## src/rtl/qonv_pkg.sv

```systemverilog
// Shared types and constants for the quantised-convolution datapath.
package qonv_pkg;

  localparam int ACT_BITS        = 8;
  localparam int ACC_SHIFT_WIDTH = 20;

  localparam int ACT_MAX = (2 ** (ACT_BITS - 1)) - 1;
  localparam int ACT_MIN = -(2 ** (ACT_BITS - 1));

  typedef enum logic [0:0] {
    FILL = 1'b0,
    HOLD = 1'b1
  } pack_state_t;

endpackage

```

## src/rtl/sat_clamp.sv

```systemverilog
// Combinational signed saturator from IN_WIDTH down to OUT_BITS.
// Optional macro REQUANT_RELU_EN: negative results are forced to zero (not counted as clamps).
module sat_clamp
  import qonv_pkg::*;
#(
  parameter int IN_WIDTH = ACC_SHIFT_WIDTH,
  parameter int OUT_BITS = ACT_BITS
) (
  input  logic signed [IN_WIDTH-1:0] data_i,
  output logic        [OUT_BITS-1:0] data_o,
  output logic                       clamped_o
);

  localparam logic signed [IN_WIDTH-1:0] HI = IN_WIDTH'((64'sd1 <<< (OUT_BITS - 1)) - 64'sd1);
  // Bitwise inverse of the positive limit is exactly -2^(OUT_BITS-1).
  localparam logic signed [IN_WIDTH-1:0] LO = ~HI;

  always_comb begin
    data_o    = data_i[OUT_BITS-1:0];
    clamped_o = 1'b0;
    if (data_i > HI) begin
      data_o    = HI[OUT_BITS-1:0];
      clamped_o = 1'b1;
    end else if (data_i < LO) begin
`ifdef REQUANT_RELU_EN
      data_o    = '0;
`else
      data_o    = LO[OUT_BITS-1:0];
      clamped_o = 1'b1;
`endif
    end
`ifdef REQUANT_RELU_EN
    else if (data_i[IN_WIDTH-1]) begin
      data_o = '0;
    end
`endif
  end

endmodule

```

## src/rtl/requant_packer.sv

```systemverilog
// Saturates shifter output to activations and packs LANES of them per output word.
// Optional macro REQUANT_RELU_EN selects ReLU clamping inside sat_clamp.
module requant_packer
  import qonv_pkg::*;
#(
  parameter int IN_WIDTH = ACC_SHIFT_WIDTH,
  parameter int OUT_BITS = ACT_BITS,
  parameter int LANES    = 4
) (
  input  logic                         clk,
  input  logic                         rst,
  input  logic signed [IN_WIDTH-1:0]   in_data,
  input  logic                         in_valid,
  input  logic                         in_last,
  output logic                         in_ready,
  output logic [LANES*OUT_BITS-1:0]    out_data,
  output logic [LANES-1:0]             out_keep,
  output logic                         out_last,
  output logic                         out_valid,
  input  logic                         out_ready,
  output logic [15:0]                  sat_count
);

  localparam int LW = (LANES > 1) ? $clog2(LANES) : 1;
  localparam int WW = LANES * OUT_BITS;

  pack_state_t      state_q, state_d;
  logic [LW-1:0]    lane_q, lane_d;
  logic [WW-1:0]    pack_q, pack_d, odata_q, odata_d;
  logic [LANES-1:0] pkeep_q, pkeep_d, okeep_q, okeep_d;
  logic             plast_q, plast_d, olast_q, olast_d, ovalid_q, ovalid_d;
  logic [15:0]      sat_q, sat_d;

  logic [OUT_BITS-1:0] act;
  logic                clamped;
  logic                accept, out_free, complete;
  logic [WW-1:0]       word;
  logic [LANES-1:0]    keep;

  sat_clamp #(
    .IN_WIDTH (IN_WIDTH),
    .OUT_BITS (OUT_BITS)
  ) u_clamp (
    .data_i    (in_data),
    .data_o    (act),
    .clamped_o (clamped)
  );

  assign in_ready  = (state_q == FILL);
  assign out_data  = odata_q;
  assign out_keep  = okeep_q;
  assign out_last  = olast_q;
  assign out_valid = ovalid_q;
  assign sat_count = sat_q;

  always_comb begin
    accept   = in_valid && (state_q == FILL);
    out_free = !ovalid_q || out_ready;
    word     = pack_q;
    word[int'(lane_q)*OUT_BITS +: OUT_BITS] = act;
    keep     = pkeep_q;
    keep[lane_q] = 1'b1;
    complete = (lane_q == LW'(LANES - 1)) || in_last;

    state_d  = state_q;
    lane_d   = lane_q;
    pack_d   = pack_q;
    pkeep_d  = pkeep_q;
    plast_d  = plast_q;
    odata_d  = odata_q;
    okeep_d  = okeep_q;
    olast_d  = olast_q;
    ovalid_d = ovalid_q;
    sat_d    = sat_q;

    if (ovalid_q && out_ready) ovalid_d = 1'b0;

    // HOLD and accept are exclusive, so at most one of these loads the output register.
    if (state_q == HOLD && out_free) begin
      odata_d  = pack_q;
      okeep_d  = pkeep_q;
      olast_d  = plast_q;
      ovalid_d = 1'b1;
      pack_d   = '0;
      pkeep_d  = '0;
      plast_d  = 1'b0;
      state_d  = FILL;
    end

    if (accept) begin
      if (clamped && sat_q != '1) sat_d = sat_q + 16'd1;
      if (!complete) begin
        pack_d  = word;
        pkeep_d = keep;
        lane_d  = lane_q + LW'(1);
      end else begin
        lane_d = '0;
        if (out_free) begin
          odata_d  = word;
          okeep_d  = keep;
          olast_d  = in_last;
          ovalid_d = 1'b1;
          pack_d   = '0;
          pkeep_d  = '0;
        end else begin
          pack_d  = word;
          pkeep_d = keep;
          plast_d = in_last;
          state_d = HOLD;
        end
      end
    end
  end

  always_ff @(posedge clk) begin
    if (rst) begin
      state_q  <= FILL;
      lane_q   <= '0;
      pack_q   <= '0;
      pkeep_q  <= '0;
      plast_q  <= 1'b0;
      odata_q  <= '0;
      okeep_q  <= '0;
      olast_q  <= 1'b0;
      ovalid_q <= 1'b0;
      sat_q    <= '0;
    end else begin
      state_q  <= state_d;
      lane_q   <= lane_d;
      pack_q   <= pack_d;
      pkeep_q  <= pkeep_d;
      plast_q  <= plast_d;
      odata_q  <= odata_d;
      okeep_q  <= okeep_d;
      olast_q  <= olast_d;
      ovalid_q <= ovalid_d;
      sat_q    <= sat_d;
    end
  end

endmodule

```

## config.mk

```make
export PLATFORM = sky130hd
export DESIGN_NAME = requant_packer
export DESIGN_NICKNAME = d
export VERILOG_FILES = /design/src/rtl/qonv_pkg.sv /design/src/rtl/sat_clamp.sv /design/src/rtl/requant_packer.sv
export SDC_FILE = /design/constraint.sdc
export NUM_CORES = 1
export LEC_CHECK = 0
export CELL_PAD_IN_SITES_DETAIL_PLACEMENT = 1
export CELL_PAD_IN_SITES_GLOBAL_PLACEMENT = 1
export CORE_MARGIN = 3
export CORE_UTILIZATION = 30
export CTS_CLUSTER_DIAMETER = 100
export DETAILED_ROUTE_END_ITERATION = 10
export PLACE_DENSITY = 0.6
export SLEW_MARGIN = 20
export SYNTH_ARGS = -nofsm -noshare
export SYNTH_HDL_FRONTEND = slang
export SYNTH_HIERARCHICAL = 1
export SYNTH_SLANG_ARGS = --single-unit
```

## constraint.sdc

```tcl
create_clock -name clk -period 4.1 [get_ports clk]
set_input_delay 1.025 -clock clk [delete_from_list [all_inputs] [get_ports clk]]
set_output_delay 1.025 -clock clk [all_outputs]
set_load 0.03 [all_outputs]
```

==> results of run 1 <==
-- Yosys cell counts, drive strengths merged, types with 2 or more instances --
cell	instances
a211oi	6
nor3b	2
nand3	39
o31ai	8
nor2	21
nor3	4
nand2b	6
a22oi	10
a21oi	43
and3	4
nor4	5
or3	2
mux2	2
inv	16
buf	20
clkbuf	30
or2	2
ha	9
nand2	74
a221oi	26
nor2b	15
nand4	7
dfxtp	94
or4	9
a311oi	40
o21ai	37
a21o	15
a2111oi	2
-- critical path: stages --
cell and delay (ns):
clkdlybuf4s50_1 0.64, a31oi_1 0.27, buf_4 0.18, nand2b_1 0.18, and3b_1 0.28, nand4_2 0.22
nor4_1 0.27, mux2_1 0.35
-- final cells by class --
type	instances	area (µm²)
clock buffers	13	260
well taps	211	264
repair buffers	93	893
flip-flops and latches	94	1880
multi-input cells	401	2560
inverters	17	63.8
clock inverters	1	30.0
fillers	1825	9310
-- state kept, by name (all words and copies together) (netlist names) --
signal,cells
out_valid,1
lane_q,2
state_q,1
plast_q,1
out_last,1
pack_q,32
out_data,32
sat_count,16
pkeep_q,4
out_keep,4
-- through the flow --
stage | cell area [µm²] | power (mW) | hold WS, ns
after global placement | 5660 | 1.31 | 0.454
after detailed placement | 5660 | 1.32 | 0.459
after global routing | 5950 | 2.24 | 0.489
final | 5950 | 2.14 | 0.465
after floorplan | 4700 | 1.18 | 0.443
after CTS | 5950 | 2.17 | 0.468
-- layer usage --
metal | vias up | wire length [µm]
met5 | - | 0
met4 | 0 | 214
met3 | 16 | 648
met2 | 94 | 7320
met1 | 2197 | 6960
li1 | 2209 | -
-- cells in the final DEF (no fill, tap or decap), types with 14 or more instances in the layout --
master	instances
dfxtp_1	94
clkdlybuf4s50_1	78
nand2_1	74
a21oi_1	41
a311oi_1	40
nand3_1	38
o21ai_0	37
a221oi_1	26
nor2_1	21
inv_1	16
a21o_1	15
buf_4	15
nor2b_1	14
-- where the power goes --
| group | switching [mW] | total (mW) | internal, mW |
|---|---|---|---|
| Sequential | 0.0209 | 0.967 | 0.947 |
| Combinational | 0.202 | 0.327 | 0.126 |
| Clock | 0.345 | 0.845 | 0.500 |
| Total | 0.568 | 2.14 | 1.57 |
-- cells by family (layout without fill, tap and decap cells) --
kind of cell | after synthesis | in the layout | share of synthesized area
simple gates | 197 | 197 | 0.213
compound gates | 191 | 191 | 0.297
flops | 94 | 94 | 0.400
buf+inv | 67 | 124 | 0.0577
xor+xnor | 1 | 1 | 0.00186
mux | 3 | 3 | 0.00691
fa+ha+maj | 9 | 9 | 0.0239
-- path summary, 6_finish.rpt --
path | cells past startpoint | end | slack (ns)
worst min register to register | 2 | out_keep[1]$_SDFF_PP0_ | 0.47
worst max-delay path | 8 | sat_count[13]$_SDFFE_PP0P_ | 0.90
worst min-delay path | 2 | out_keep[1]$_SDFF_PP0_ | 0.47
worst max register to register | 5 | out_data[2]$_SDFF_PP0_ | 1.25
==> results by group, run 1 <==
Synthesis
  • Yosys reg bits: 94
  • Ys async rst share: 0
  • Synth cell types: 52
  • Register area share after synthesis: 0.400
  • Synth area leaders: dfxtp_1 40%, a311oi_1 7.4%, nand2_1 5.9%
  • Synthesized Nets: 596
  • Mapped Area: 4700 µm²
  • Post-synth top area share: 0.400
  • Number of enable flip-flop cells after synthesis: 0
  • Synth area leader: dfxtp_1
  • Synth Instances: 562
  • Post-synth top flop: dfxtp_1
  • Mapped Avg Cell Area: 8.37 µm²
  • Synth warn: 6

Layout
  • Layout cells sized above 1: 0.0727
  • Area Overhead vs Synth: 26.5%
  • Post-Layout Cell Count: 830
  • Fin util: 0.390
  • Nets@finish: 650
  • N_diodes: 0

Die
  • Core Box Area: 15300 µm²
  • Starting Density: 0.308
  • Die Width: 131 µm
  • Io pins: 80
  • Core Rows: 45
  • Die Ht: 131 µm
  • Die area: 17200 µm²

Timing
  • Actual slew at the worst max-slew pin: 1.01 ns
  • Setup ws final: 0.903 ns
  • Fin crit share: 0.780
  • Setup Skew: 0.00642 ns
  • Final hold vios: 0
  • Final setup fails: 0
  • Max-slew violation count: 0
  • Slew margin rel.: 0.325
  • Fmax: 0.313 GHz
  • RSZ-0062 raised after global routing: false
  • Minimum period implied by the final worst setup slack: 3.20 ns
  • TNS Setup: 0 ns

Clock tree
  • CTS tree: built
  • Root Buffer: clkbuf_16
  • H-tree levels: 3
  • Max Root-Sink Buffers: 2
  • Worst skew pair latency: 0.35 ns
  • CTS Buf Count: 9
  • Cts hold-fix bufs: 0
  • Setup bufs post-CTS: 0
  • Clock sinks: 94
  • Resized cells post-CTS: 0
  • Clock slew at reported path FFs: 0.06 ns

Place
  • Final HPWL from detailed placement: 10200 µm
  • IO buf count: 79
  • GPL Wtd Cong: 0.731
  • Placed Cells: 816
  • Post-Place Worst Slack: 0.539 ns

Routing
  • DR DRC count: 0
  • DRT iter0 DRCs: 291
  • Routed WL: 15100 µm
  • DR pass1 iterations: 4
  • Vias/cell: 5.44
  • Detail Route Antenna Nets: 0
  • WL/cell: 18.3 µm
  • Via Count: 4516

Worst setup path
  • WP data required: 4.33 ns
  • R2r startpoint: lane_q[0]$_SDFFE_PP0P_
  • Worst setup EP type: flop
  • Crit path from: in_data[19]
  • Kind of critical path: in2reg
  • Crit path launch type: input port
  • Crit Path Max Fanout: 10
  • Worst EP arrival: 3.43 ns

Power and ir drop
  • Pwr/cell area: 360 nW/µm²
  • Max IR drop VDD: 0.190 mV
  • Static leakage: 1.94 nW

GRT
  • All-Layer GR Usage: 0.177
  • Initial antenna violation count: 0
  • Vias in the first global route: 4636
  • GRT Max-Usage Layer: met2
  • Met2 GRT Util: 0.289
  • Largest net degree at the start of global routing: 58
  • First-pass GRT wire length: 25100 µm
  • Routing usage on met1: 0.236
  • GR Util met3: 0.0345
  • GRT Residual Overflow: 0

Min path
  • Min-delay worst type: reg2reg
  • Min-Delay Startpoint: pkeep_q[1]$_SDFFE_PP0P_

Run status
  • Outcome: complete, no violations

Job
  • Max-cap viol count: 0
(Power assumes the default switching activity.)
==> run 2, diff against run 1 <==
--- a/config.mk
+++ b/config.mk
@@ -11,7 +11,7 @@
 export CORE_UTILIZATION = 30
 export CTS_CLUSTER_DIAMETER = 100
 export DETAILED_ROUTE_END_ITERATION = 10
-export PLACE_DENSITY = 0.6
+export PLACE_DENSITY = 0.63
 export SLEW_MARGIN = 20
 export SYNTH_ARGS = -nofsm -noshare
 export SYNTH_HDL_FRONTEND = slang
==> constraint.sdc (replaced) <==
create_clock -name clk -period 2.6 [get_ports clk]
set_input_delay 0.65 -clock clk [delete_from_list [all_inputs] [get_ports clk]]
set_output_delay 0.65 -clock clk [all_outputs]
set_load 0.03 [all_outputs]
==> run 2 against run 1 <==
Compared with the run above:
- sequential power increased by 57%
- global-route usage increased by 0.62 points
- worst hold slack improved by 0.0018 ns
- sequential share of layout area decreased by 1.7 points
- cell count increased by 4.0%
- count of clock-buffer cells in the layout decreased by 1
- critical path type unchanged
- largest power group unchanged
==> results by group, run 2 (synthesized netlist as in run 1, its figures left out) <==
Timing
  • Setup ws final: 0.138 ns (was 0.903 ns)
  • Fmax: 0.406 GHz
  • Fin crit share: 0.947
  • Max-slew violation count: 0 (unchanged)
  • Final hold vios: 0 (unchanged)
  • Final setup fails: 0 (unchanged)
  • Setup Skew: 0.00609 ns (was 0.00642 ns)
  • Slew margin rel.: 0.518 (was 0.325)
  • Actual slew at the worst max-slew pin: 0.722 ns (was 1.01 ns)
  • TNS Setup: 0 ns (unchanged)
  • RSZ-0062 raised after global routing: false (unchanged)
  • Minimum period implied by the final worst setup slack: 2.46 ns

Routing
  • DRT iter0 DRCs: 262 (was 291)
  • DR DRC count: 0 (unchanged)
  • WL/cell: 18.2 µm (was 18.3 µm)
  • DR pass1 iterations: 4 (unchanged)
  • Routed WL: 15700 µm (was 15100 µm)
  • Via Count: 4687 (was 4516)
  • Detail Route Antenna Nets: 0 (unchanged)
  • Vias/cell: 5.43 (was 5.44)

Worst setup path
  • Crit path launch type: input port (unchanged)
  • Slowest cell on the critical path: clkdlybuf4s50_1 (unchanged)
  • R2r startpoint: lane_q[1]$_SDFFE_PP0P_ (was lane_q[0]$_SDFFE_PP0P_)
  • Worst setup EP type: flop (unchanged)
  • Kind of critical path: in2reg (unchanged)
  • Reg2reg path depth: 7 (was 5)
  • Crit Path Max Fanout: 7 (was 10)
  • R2r endpoint: pack_q[27]$_SDFFE_PP0P_ (was out_data[2]$_SDFF_PP0_)
  • Worst EP arrival: 2.74 ns (was 3.43 ns)
  • R2R setup slack: 0.30 ns (was 1.25 ns)
  • CP Cell Sequence: clkdlybuf4s50_1 -> nor4_2 -> a31oi_1 -> nand2b_1 -> and3b_2 -> nand4_4 -> or4_1 -> a21oi_1 (was clkdlybuf4s50_1 -> a31oi_1 -> buf_4 -> nand2b_1 -> and3b_1 -> nand4_2 -> nor4_1 -> mux2_1)
  • Max stage delay on crit path: 0.53 ns (was 0.64 ns)
  • WP data required: 2.88 ns (was 4.33 ns)

Clock tree
  • CTS Buf Count: 9 (unchanged)
  • Resized cells post-CTS: 0 (unchanged)
  • Root Buffer: clkbuf_16 (unchanged)
  • Max Root-Sink Buffers: 2 (unchanged)
  • Clock sinks: 94 (unchanged)
  • Cts hold-fix bufs: 0 (unchanged)
  • H-tree levels: 3 (unchanged)
  • CTS tree: built (unchanged)
  • Setup bufs post-CTS: 0 (unchanged)
  • Worst skew pair latency: 0.35 ns (about the same)
  • Clock slew at reported path FFs: 0.07 ns (was 0.06 ns)

Min path
  • Hold Path Depth: 2 (unchanged)
  • Min-delay worst type: reg2reg (unchanged)
  • Worst Hold End: out_keep[1]$_SDFF_PP0_ (unchanged)
  • Min-Delay Startpoint: pkeep_q[1]$_SDFFE_PP0P_ (unchanged)

Die
  • Die area: 17200 µm² (unchanged)
  • Starting Density: 0.308 (unchanged)
  • Die Width: 131 µm (unchanged)
  • Io pins: 80 (unchanged)
  • Core Box Area: 15300 µm² (unchanged)
  • Die Ht: 131 µm (unchanged)
  • Core Rows: 45 (unchanged)

Layout
  • Most common cell after layout, fill and taps aside: dfxtp_1 (unchanged)
  • Fill cells: 1804 (was 1825)
  • Nets@finish: 681 (was 650)
  • Layout cells sized above 1: 0.127 (was 0.0727)
  • FF+latch area: 1880 µm² (unchanged)
  • Commonest cells after routing, fill and taps aside: 94 x dfxtp_1, 78 x clkdlybuf4s50_1, 74 x nand2_1 (unchanged)
  • N_diodes: 0 (unchanged)
  • Footprint of the multi-input gates: 2580 µm² (was 2560 µm²)
  • Area Overhead vs Synth: 33.5% (was 26.5%)

Power and ir drop
  • Static leakage: 2.13 nW (was 1.94 nW)
  • Pwr/cell area: 550 nW/µm² (was 360 nW/µm²)
  • Max IR drop VDD: 0.404 mV (was 0.190 mV)

GRT
  • Met2 GRT Util: 0.307 (was 0.289)
  • Initial antenna violation count: 0 (unchanged)
  • Routing usage on met1: 0.240 (was 0.236)
  • Largest net degree at the start of global routing: 67 (was 58)
  • All-Layer GR Usage: 0.183 (was 0.177)
  • First-pass GRT wire length: 25900 µm (was 25100 µm)
  • GRT Max-Usage Layer: met2 (unchanged)
  • Vias in the first global route: 4807 (was 4636)
  • GR Util met3: 0.0417 (was 0.0345)
  • GRT Residual Overflow: 0 (unchanged)

Job
  • Max-cap viol count: 0 (unchanged)

Place
  • Post-Place Worst Slack: -0.276 ns (was 0.539 ns)
  • GPL Wtd Cong: 0.810 (was 0.731)
  • IO buf count: 79 (unchanged)
  • Final HPWL from detailed placement: 10800 µm (was 10200 µm)

Run status
  • Outcome: complete, no violations (unchanged)
[run 2: cell type report]
type                            count  share of cell area
Multi-Input combinational cell    401               0.411
Sequential cell                    94               0.300
Timing Repair Buffer              124               0.189
Tap cell                          211              0.0420
Clock buffer                       12              0.0408
Inverter                           17              0.0102
Clock inverter                      4             0.00717
[run 2: worst max path at each step]
stage / start / endpoint / slack [ns] / depth (start not counted)
floorplan: in_data[13] / sat_count[15]$_SDFFE_PP0P_ / 0.26 / 7
global placement: in_data[15] / sat_count[13]$_SDFFE_PP0P_ / -0.13 / 8
detailed placement: in_data[17] / sat_count[15]$_SDFFE_PP0P_ / -0.28 / 8
CTS: in_data[17] / sat_count[15]$_SDFFE_PP0P_ / 0.08 / 8
global route: in_data[15] / sat_count[15]$_SDFFE_PP0P_ / 0.009 / 8
finish: in_data[17] / sat_count[15]$_SDFFE_PP0P_ / 0.14 / 8
[run 2: per-layer routing]
| metal | routed length (µm) | up-vias |
|---|---|---|
| met5 | 0 | - |
| met4 | 189 | 0 |
| met3 | 722 | 12 |
| met2 | 7460 | 100 |
| met1 | 7370 | 2299 |
| li1 | - | 2276 |
[run 2: where the power goes]
group	total [mW]	internal, mW	switching, mW
clock	1.37	0.794	0.573
sequential	1.52	1.49	0.0318
combinational	0.562	0.231	0.331
[run 2: per-stage QoR]
stage / hold slack [ns] / cell area (µm²) / instances / utilization / power (mW)
floorplan: 0.443 / 4700 / 562 / - / 1.87
global placement: 0.454 / 5950 / 847 / 0.390 / 2.11
detailed placement: 0.459 / 5950 / 847 / 0.390 / 2.12
CTS: 0.475 / 6250 / 863 / 0.410 / 3.49
global route: 0.504 / 6280 / 863 / 0.412 / 3.60
finish: 0.467 / 6280 / 863 / 0.412 / 3.45
[run 2: critical path: cells and delay by family]
| kind | cells | cell delay (ns) |
|---|---|---|
| AOI/OAI and AO/OA | 2 | 0.37 |
| buffers and inverters | 1 | 0.53 |
| and+or+nand+nor | 5 | 1.18 |
